$ cat config.mk
export PLATFORM = sky130hd
export DESIGN_NAME = sevenseg_matrix_scanner
export DESIGN_NICKNAME = d
export VERILOG_FILES = /design/src/rtl/sevenseg_matrix_scanner.sv
export SDC_FILE = /design/constraint.sdc
export NUM_CORES = 1
export LEC_CHECK = 0
export CORE_MARGIN = 2
export CORE_UTILIZATION = 35
export CTS_BUF_LIST = sky130_fd_sc_hd__clkbuf_16
export DETAILED_ROUTE_END_ITERATION = 6
export GPL_TIMING_DRIVEN = 0
export PLACE_DENSITY_LB_ADDON = 0.25
export SYNTH_ARGS = -nofsm -noshare
export SYNTH_HDL_FRONTEND = slang
export SYNTH_SLANG_ARGS = --single-unit
$ cat constraint.sdc
create_clock -name clk -period 1.75 [get_ports clk]
set_input_delay 0.175 -clock clk [delete_from_list [all_inputs] [get_ports clk]]
set_output_delay 0.175 -clock clk [all_outputs]
set_load 0.05 [all_outputs]
$ cat src/rtl/sevenseg_matrix_scanner.sv
// Column-scanned seven-segment renderer for an 8-row LED matrix with frame-synchronous capture,
// per-slot dead time and 16-level PWM. Define SEVENSEG_SCANNER_DP_EN to render the decimal point.
module sevenseg_matrix_scanner #(
    parameter int NUM_DIGITS  = 1,
    parameter int STROBE_DIV  = 8192,
    parameter int DEAD_CYCLES = 2,
    localparam int NC = 4 * NUM_DIGITS,
    localparam int CW = (NC > 1) ? $clog2(NC) : 1
) (
    input  logic                    clk,
    input  logic                    reset,
    input  logic [8*NUM_DIGITS-1:0] seg_n,
    input  logic [3:0]              brightness,
    input  logic                    enable,
    output logic [7:0]              row_n,
    output logic [NC-1:0]           col_n,
    output logic [CW-1:0]           col_idx,
    output logic                    frame_start
);

    localparam int SW = $clog2(STROBE_DIV);
    localparam logic [SW-1:0] SLOT_LAST = SW'(STROBE_DIV - 1);
    localparam logic [CW-1:0] COL_LAST  = CW'(NC - 1);

    logic [SW-1:0]           slot_cnt;
    logic [CW-1:0]           col_cnt;
    logic [7*NUM_DIGITS-1:0] seg_core;
    logic [NUM_DIGITS-1:0]   seg_dp;
    logic [7*NUM_DIGITS-1:0] shadow_seg;
    logic [3:0]              shadow_bright;
    logic                    load_shadow;
    logic                    dead_done;
    logic                    gate_open;
    logic [2:0]              digit_sel;
    logic [1:0]              local_col;
    logic [6:0]              cur_seg;
    logic [7:0]              lit;
    logic [7:0]              row_next;
    logic [NC-1:0]           col_next;

    genvar gi;
    generate
        for (gi = 0; gi < NUM_DIGITS; gi++) begin : g_split
            assign seg_core[7*gi +: 7] = seg_n[8*gi +: 7];
            assign seg_dp[gi]          = seg_n[8*gi + 7];
        end
    endgenerate

    // Shadows follow the inputs while idle, otherwise only on the last clock of a frame.
    assign load_shadow = !enable || (slot_cnt == SLOT_LAST && col_cnt == COL_LAST);

    always_ff @(posedge clk or posedge reset) begin
        if (reset) begin
            shadow_seg    <= '1;
            shadow_bright <= 4'd0;
        end else if (load_shadow) begin
            shadow_seg    <= seg_core;
            shadow_bright <= brightness;
        end
    end

`ifdef SEVENSEG_SCANNER_DP_EN
    logic [NUM_DIGITS-1:0] shadow_dp;
    logic                  cur_dp;

    always_ff @(posedge clk or posedge reset) begin
        if (reset) begin
            shadow_dp <= '1;
        end else if (load_shadow) begin
            shadow_dp <= seg_dp;
        end
    end

    always_comb begin
        cur_dp = 1'b1;
        for (int d = 0; d < NUM_DIGITS; d++) begin
            if (digit_sel == 3'(d)) begin
                cur_dp = shadow_dp[d];
            end
        end
    end
`else
    logic unused_dp;
    assign unused_dp = ^seg_dp;
`endif

    assign digit_sel = 3'(col_cnt >> 2);
    assign local_col = col_cnt[1:0];

    always_comb begin
        cur_seg = '1;
        for (int d = 0; d < NUM_DIGITS; d++) begin
            if (digit_sel == 3'(d)) begin
                cur_seg = shadow_seg[7*d +: 7];
            end
        end
    end

    generate
        if (DEAD_CYCLES == 0) begin : g_no_dead
            assign dead_done = 1'b1;
        end else begin : g_dead
            assign dead_done = (slot_cnt >= SW'(DEAD_CYCLES));
        end
    endgenerate

    // The top four bits of the slot counter form the PWM slice.
    assign gate_open = dead_done && (slot_cnt[SW-1 -: 4] <= shadow_bright);

    always_comb begin
        lit = 8'h00;
        case (local_col)
            2'd0: begin
                lit[2:1] = {2{~cur_seg[5]}};
                lit[5:4] = {2{~cur_seg[4]}};
            end
            2'd3: begin
                lit[2:1] = {2{~cur_seg[1]}};
                lit[5:4] = {2{~cur_seg[2]}};
`ifdef SEVENSEG_SCANNER_DP_EN
                lit[7]   = ~cur_dp;
`endif
            end
            default: begin
                lit[0] = ~cur_seg[0];
                lit[3] = ~cur_seg[6];
                lit[6] = ~cur_seg[3];
            end
        endcase
    end

    assign row_next = ~(lit & {8{gate_open}});
    assign col_next = ~(NC'(1) << col_cnt);

    always_ff @(posedge clk or posedge reset) begin
        if (reset) begin
            slot_cnt    <= '0;
            col_cnt     <= '0;
            row_n       <= 8'hFF;
            col_n       <= '1;
            col_idx     <= '0;
            frame_start <= 1'b0;
        end else if (!enable) begin
            slot_cnt    <= '0;
            col_cnt     <= '0;
            row_n       <= 8'hFF;
            col_n       <= '1;
            col_idx     <= '0;
            frame_start <= 1'b0;
        end else begin
            row_n       <= row_next;
            col_n       <= col_next;
            col_idx     <= col_cnt;
            frame_start <= (slot_cnt == '0) && (col_cnt == '0);
            if (slot_cnt == SLOT_LAST) begin
                slot_cnt <= '0;
                col_cnt  <= (col_cnt == COL_LAST) ? '0 : col_cnt + 1'b1;
            end else begin
                slot_cnt <= slot_cnt + 1'b1;
            end
        end
    end

endmodule

Word level (Yosys, flattened, before mapping)

Index checks and enable logic that the tools add are counted.

Register bits after elaboration: 41
Bits of input ports: 15
Output and inout port bits: 15
Word-level logic and storage cells: 48

Add/subtract/negate cells: 2
$lt $le $gt $ge: 2
Eq/ne operators: 3
Shifts and indexed selects: 1
Muxes and demuxes: 14
Bitwise gates (word level): 10
Reductions and logical operators: 8

Operators by type and width:

| kind                                                                                 | number |
|---|---|
| 13-bit two-way mux                                                                   | 2 |
| 13-bit by 1-bit adder with 13-bit output, second input constant                      | 1 |
| 13-bit == test, second input constant                                                | 1 |
| 13-bit by 2-bit greater-or-equal comparator with 1-bit output, second input constant | 1 |
| 13-bit zero test                                                                     | 1 |
| 7-bit by 8-bit AND with 8-bit output                                                 | 1 |
| 2-bit two-way mux                                                                    | 4 |
| 8-bit two-way mux                                                                    | 1 |
| 8-bit inverter                                                                       | 1 |
| 2-bit case mux with 2 select lines                                                   | 2 |
| 1-bit inverter                                                                       | 7 |
| 4-bit less-or-equal comparator                                                       | 1 |
| 1-bit two-way mux                                                                    | 4 |
| 4-bit two-way mux                                                                    | 1 |
| 4-bit inverter                                                                       | 1 |
| 1-bit by 2-bit << shifter with 4-bit output, first input constant                    | 1 |
| 1-bit logical AND                                                                    | 3 |
| 2-bit by 1-bit adder with 2-bit output, second input constant                        | 1 |
| 2-bit == test, second input constant                                                 | 1 |
| 2-bit zero test                                                                      | 1 |
| 2-bit by 1-bit inequality test with 1-bit output, second input constant              | 1 |
| 2-bit OR reduction                                                                   | 1 |
| 1-bit zero test                                                                      | 1 |
| 1-bit logical OR                                                                     | 1 |

Depth between registers and ports, before layout

Gate-level depths: netlist of run 1.

Depth after elaboration: 6
Depth in mapped cells: 6
Depth with buffers taken out: 6

Least setup slack after synthesis of run 1

Ideal clock, no wire load.

Kind: reg-to-reg
Start point: register slot_cnt[1]
End point: register shadow_seg[0], in the netlist cur_seg[0]
Setup time: 0.085 ns
Data arrival time: 1.770 ns
Required time: 1.665 ns
Slack: -0.105 ns
Cell stages (with the launch flop): 6
Buffers on the path: 1
Clock period less this slack: 1.855 ns
Path through: dfrtp_1 > ha_1 > nand3_1 > o41ai_4 > buf_6 > mux2_1

Cells in the longest elaborated chain, start to end: 3

RTL lines:

| item                     | RTL line | text |
|---|---|---|
| start: declaration       | 25       | `logic [SW-1:0] slot_cnt;` |
| start signal: assignment | 159      | `slot_cnt <= slot_cnt + 1'b1;` |
| 13-bit == test           | 50       | `assign load_shadow = !enable \|\| (slot_cnt == SLOT_LAST && col_cnt == COL_LAST);` |
| 1-bit logical AND        | 50       |  |
| 1-bit logical OR         | 50       |  |
| end signal: assignment   | 57       | `shadow_seg <= seg_core;` |
| end: declaration         | 29       | `logic [7*NUM_DIGITS-1:0] shadow_seg;` |

No other way between the ends.
A chain may end at the register's enable or synchronous reset.

Worst setup path after layout of run 1

Start point: register col_cnt[0]
End point: register shadow_bright[0]

Cells in the longest elaborated chain, start to end: 3

RTL lines:

| item                     | RTL line | text |
|---|---|---|
| start: declaration       | 26       | `logic [CW-1:0] col_cnt;` |
| start signal: assignment | 157      | `col_cnt <= (col_cnt == COL_LAST) ? '0 : col_cnt + 1'b1;` |
| 2-bit == test            | 50       |  |
| 1-bit logical AND        | 50       |  |
| 1-bit logical OR         | 50       |  |
| end signal: assignment   | 58       | `shadow_bright <= brightness;` |
| end: declaration         | 30       | `logic [3:0] shadow_bright;` |

No other way between the ends.

==> results of run 1 <==
[cell families after synthesis]
kind of cell | share of synthesized area [%]
simple gates | 18.5
compound gates | 4.24
other cells | 0.205
fa+ha+maj | 7.52
mux | 6.02
flops | 53.1
xor+xnor | 5.27
buf+inv | 5.20
[sequential cells by signal, summed over array words and instances (netlist names)]
register / cells
col_cnt: 2
col_idx: 2
col_n: 4
cur_seg: 7
frame_start: 1
row_n: 5
shadow_bright: 4
slot_cnt: 13
[layout make-up]
type	instances	share of cell area, %
Buffer	6	1.74
Clock buffer	5	5.12
Clock inverter	3	0.614
Inverter	14	2.15
Multi-Input combinational cell	105	33.0
Sequential cell	38	40.0
Tap cell	70	3.58
Timing Repair Buffer	38	13.9
[per-layer routing]
| metal | GRT usage [%] | vias to the layer above |
|---|---|---|
| li1 | - | 635 |
| met1 | 16.5 | 624 |
| met2 | 20.2 | 24 |
| met3 | 3.55 | 7 |
| met4 | 7.09 | 0 |
| met5 | 0 | - |
[cells in the final DEF (no fill, tap or decap), types with 2 or more instances in the layout]
cell	count
nor2_1	17
dfrtp_1	17
dfstp_2	16
clkdlybuf4s50_1	16
buf_4	14
inv_1	13
nand2_1	11
dlygate4sd2_1	11
ha_1	9
nand3_1	7
xor2_1	6
nand4_1	5
and2_1	5
xnor2_1	5
clkbuf_16	5
dfrtp_2	5
mux2_1	4
mux2_2	4
nor2b_1	4
nor4_1	3
o21ai_0	3
o22ai_1	2
nor3_1	2
mux2i_1	2
[through the flow]
step	setup TNS [ps]	total power, W
after floorplan	0	0.00111
after global placement	-5980	0.00119
after detailed placement	-3290	0.00119
after CTS	0	0.00208
after global routing	-35.8	0.00215
final	0	0.00205
[power by group]
part	internal, W	total (W)	switching (W)
Combinational	0.0000997	0.000228	0.000128
Sequential	0.000933	0.000953	0.0000198
Clock	0.000520	0.000868	0.000348
Total	0.00155	0.00205	0.000496
[worst max-delay path by stage]
stage | end | slack (ps)
after global placement | cur_seg[1]$_DFFE_PP1P_ | -250
after floorplan | cur_seg[0]$_DFFE_PP1P_ | 3
after global routing | cur_seg[6]$_DFFE_PP1P_ | -20
after CTS | shadow_bright[0]$_DFFE_PP0P_ | 1
final | shadow_bright[0]$_DFFE_PP0P_ | 50
after detailed placement | cur_seg[3]$_DFFE_PP1P_ | -250
[what timing repair did]
item,4_1_cts,5_1_grt
gates resized for setup,15,8
setup buffers,6,5
cloned,0,0
pin swaps,1,3
endpoints found under the setup margin,37,24
==> results.toml, run 1 <==
[outcome]
status = "finished, final reports clean"

[setup_path]
crit_family = "flip-flops"
path_class = "register to register"
cpMaxStageDelayCell = "dfrtp_1"
cp-startpoint = "col_cnt[0]$_DFFE_PP0P_"
crit_buf_inv = 1
r2r_cells = 5
cp-end-kind = "register"
worstReg2RegEnd = "shadow_bright[0]$_DFFE_PP0P_"
max_stage_delay_ps = 390
start_kind = "register"
required_ps = 1920
rrSetupSlack_ps = 50
crit_arrival_ps = 1870
path_cells = "ha_4 -> nand4_1 -> o41ai_4 -> buf_4 -> mux2_2"
worst-path-max-fanout = 4
reg2reg_from = "col_cnt[0]$_DFFE_PP0P_"
cp.depth = 5

[layout]
regArea_um2 = 977
drive_above_1_share_pct = 27.8
multiInputGateArea_um2 = 806
final_cells = 279
n_fill_cell = 493
diodes = 0
final_util_pct = 48.2
design_area_um2 = 2440
area_growth_pct = 33.7
nets = 234

[logic_synthesis]
ys.flop_type = "dfrtp_1"
synth.most_common_cell = "dfrtp_1"
synth_warnings = 0
synth_seq_cells = 38
synth_edf_count = 0
synthArstFlopShare_pct = 100
synth_area_um2 = 1830
synthCells = 163
avgSynthCellArea_um2 = 11.2
synthTopCellsByArea = "dfrtp_1, dfstp_2, ha_1, nor2_1, inv_1"
seq_area_frac_synth_pct = 53.1
syn_nets = 189
synth_top_area_share_pct = 30.1
ys_top_cells_by_count = "dfrtp_1, nor2_1, dfstp_2"
yosysTopAreaCell = "dfrtp_1"
yosysUniqueCellTypes = 34

[routing]
ant_nets = 0
vias = 1290
drt_first_pass_iters = 4
drcViolationCount = 0
dr_wl_met3_um = 136
vias_per_cell = 4.62
drtIter0Drc = 56
met1Wirelength_um = 1590
drt-total-wl_um = 3370
wl_per_cell_um = 12.1
met2_length_um = 1570
top_layer = "met4"

[sta]
max_freq_mhz = 587
fin_crit_sh_pct = 97.3
period_needed_ps = 1700
worst_pin_slew_ps = 765
slew_headroom_pct = 49.0
drv_slew = 0
hold_viol = 0
fin_skew_ps = 4.47
holdWs_ps = 362
fin_ws_ps = 46.9
setup-violations-final = 0

[floorplanning]
rows = 26
die_w_um = 76.3
ios = 30
dieArea_um2 = 5820
core_area_um2 = 5070
start_util_pct = 36.0
die_h_um = 76.3

[clock_tree]
cts-htree-levels = 2
clockBufferDepth = 2
cts_num_sinks = 38
holdBufCountCts = 0
clk_latency_ps = 280
cts-root-buf = "clkbuf_16"
clk_pin_slew_ps = 60
cts_tree = "built"
cts_inserted_buffers = 5

[power]
power_leakage_nw = 1.08
powerDensity_nw_per_um2 = 838
ir_drop_v = 0.000329

[grt]
grt_overflow = 0
grt_pass1_vias = 1262
grt_usage_pct = 13.0
antenna_found_initial = 0
grt_start_max_net_pins = 39
grt_pass1_wl_um = 5910

[min_path]
hp-class = "primary input to async pin"

[placed_design]
dpl_cell_area_um2 = 2190
pre_cts_ws_ps = -254
gp_congestion = 0.736
dp.cells = 260
hpwl_um = 2310
io_buffers = 27

[job]
cap_viol_max_count = 0
No activity file was read; power rests on OpenSTA's default activity.
==> run 2: changes to the inputs <==
==> constraint.sdc (replaced) <==
create_clock -name clk -period 1.75 [get_ports clk]
set_input_delay 0.175 -clock clk [delete_from_list [all_inputs] [get_ports clk]]
set_output_delay 0.175 -clock clk [all_outputs]
set_load 0.02 [all_outputs]
==> run 2 against run 1 <==
  * Non-clock buffer count stayed put
  * Clock power is essentially flat
  * Total power fell by 1.0%
  * Maximum frequency is the same
  * Core utilization grew 0.27 points
  * Critical path depth unchanged
==> results.toml, run 2 (synthesized netlist as in run 1, its figures left out) <==
[floorplanning]
start_util_pct = 36.0
die_w_um = 76.3
ios = 30
dieArea_um2 = 5820
rows = 26
core_area_um2 = 5070
die_h_um = 76.3

[sta]
slew_headroom_pct = 49.0
drv_slew = 0
period_needed_ps = 1700
fin_skew_ps = 4.47
hold_viol = 0
max_freq_mhz = 587
fin_ws_ps = 46.9
worst_pin_slew_ps = 765
holdWs_ps = 362
fin_crit_sh_pct = 97.3
setup-violations-final = 0

[setup_path]
required_ps = 1920
crit_arrival_ps = 1870
start_kind = "register"
path_class = "register to register"
path_cells = "ha_4 -> nand4_1 -> o41ai_4 -> buf_4 -> mux2_2"
max_stage_delay_ps = 390
rrSetupSlack_ps = 50
worst-path-max-fanout = 4
cpMaxStageDelayCell = "dfrtp_1"
crit_family = "flip-flops"
cp-end-kind = "register"
crit_buf_inv = 1

[layout]
largest_reg_flops = 13
area_growth_pct = 34.4
final_util_pct = 48.4
n_fill_cell = 493
drive_above_1_share_pct = 27.8
diodes = 0
regArea_um2 = 977
regMostFlops = "slot_cnt"
mostFrequentLayoutCells = "clkdlybuf4s50_1, nor2_1, dfrtp_1, dfstp_2, buf_4"
nets = 234
final_cells = 279
design_area_um2 = 2460
multiInputGateArea_um2 = 806
final_common_cell = "clkdlybuf4s50_1"

[placed_design]
io_buffers = 27
pre_cts_ws_ps = -254
gp_congestion = 0.736
dpl_cell_area_um2 = 2190
hpwl_um = 2310
dp.cells = 260

[clock_tree]
cts_inserted_buffers = 5
clockBufferDepth = 2
clk_pin_slew_ps = 60
clk_latency_ps = 280
cts-root-buf = "clkbuf_16"
cts_num_sinks = 38
cts-htree-levels = 2
cts_tree = "built"

[grt]
grt_start_max_net_pins = 39
grt_pass1_vias = 1263
grt_usage_pct = 13.0
antenna_found_initial = 0
grt_pass1_wl_um = 5930
grt_overflow = 0

[routing]
drt_first_pass_iters = 4
drcViolationCount = 0
drtIter0Drc = 55
vias = 1290
vias_per_cell = 4.62
drt-total-wl_um = 3370
wl_per_cell_um = 12.1
ant_nets = 0

[power]
power_leakage_nw = 1.09
powerDensity_nw_per_um2 = 825
ir_drop_v = 0.000329

[min_path]
hp-class = "primary input to async pin"

[outcome]
status = "finished, final reports clean"

[job]
cap_viol_max_count = 0
-- run 2: worst paths after layout --
check,start,depth (start not counted),to
min in group clk,brightness[3],3,shadow_bright[3]$_DFFE_PP0P_
min,reset,2,shadow_bright[2]$_DFFE_PP0P_
max in group asynchronous,reset,2,slot_cnt[4]$_DFF_PP0_
min reg2reg,shadow_bright[0]$_DFFE_PP0P_,1,shadow_bright[0]$_DFFE_PP0P_
max reg2reg,col_cnt[0]$_DFFE_PP0P_,5,shadow_bright[0]$_DFFE_PP0P_
max,col_cnt[0]$_DFFE_PP0P_,5,shadow_bright[0]$_DFFE_PP0P_
-- run 2: final cells by class --
type                       count  share of cell area [%]
buffer                         6                    1.73
clock buffer                   5                    5.09
clock inverter                 3                   0.611
inverter                      14                    2.14
multi-input combinational    105                    32.8
sequential                    38                    39.7
tap                           70                    3.56
timing repair buffer          38                    14.4
-- run 2: layer usage --
layer	vias to the layer above	share of wire (%)	global-route usage, %	wire length [um]
met5	-	0	0	0
met4	0	2.3	7.09	78
met3	7	3.9	3.55	133
met2	24	47	20.2	1570
met1	624	47	16.6	1590
li1	635	-	-	-
-- run 2: per-stage QoR --
step           TNS [ps]  total power, W
6_report              0         0.00203
5_1_grt           -35.8         0.00213
4_1_cts               0         0.00206
3_5_place_dp      -3290         0.00116
3_3_place_gp      -5980         0.00116
2_1_floorplan         0         0.00108
-- run 2: report_power, final --
| group | switching (W) | internal, W | leakage [nW] | total (W) |
|---|---|---|---|---|
| logic | 0.000101 | 0.000106 | 0.566 | 0.000206 |
| registers | 0.0000200 | 0.000933 | 0.456 | 0.000953 |
| clock network | 0.000348 | 0.000520 | 0.0716 | 0.000868 |
| total | 0.000468 | 0.00156 | 1.09 | 0.00203 |
-- run 2: what timing repair did --
item,in CTS,in global routing
gates resized for setup,4,8
pin swaps,1,3
endpoints found under the hold margin,0,0
cloned,0,0
setup buffers,6,5
endpoints found under the setup margin,26,24
hold buffers,0,0
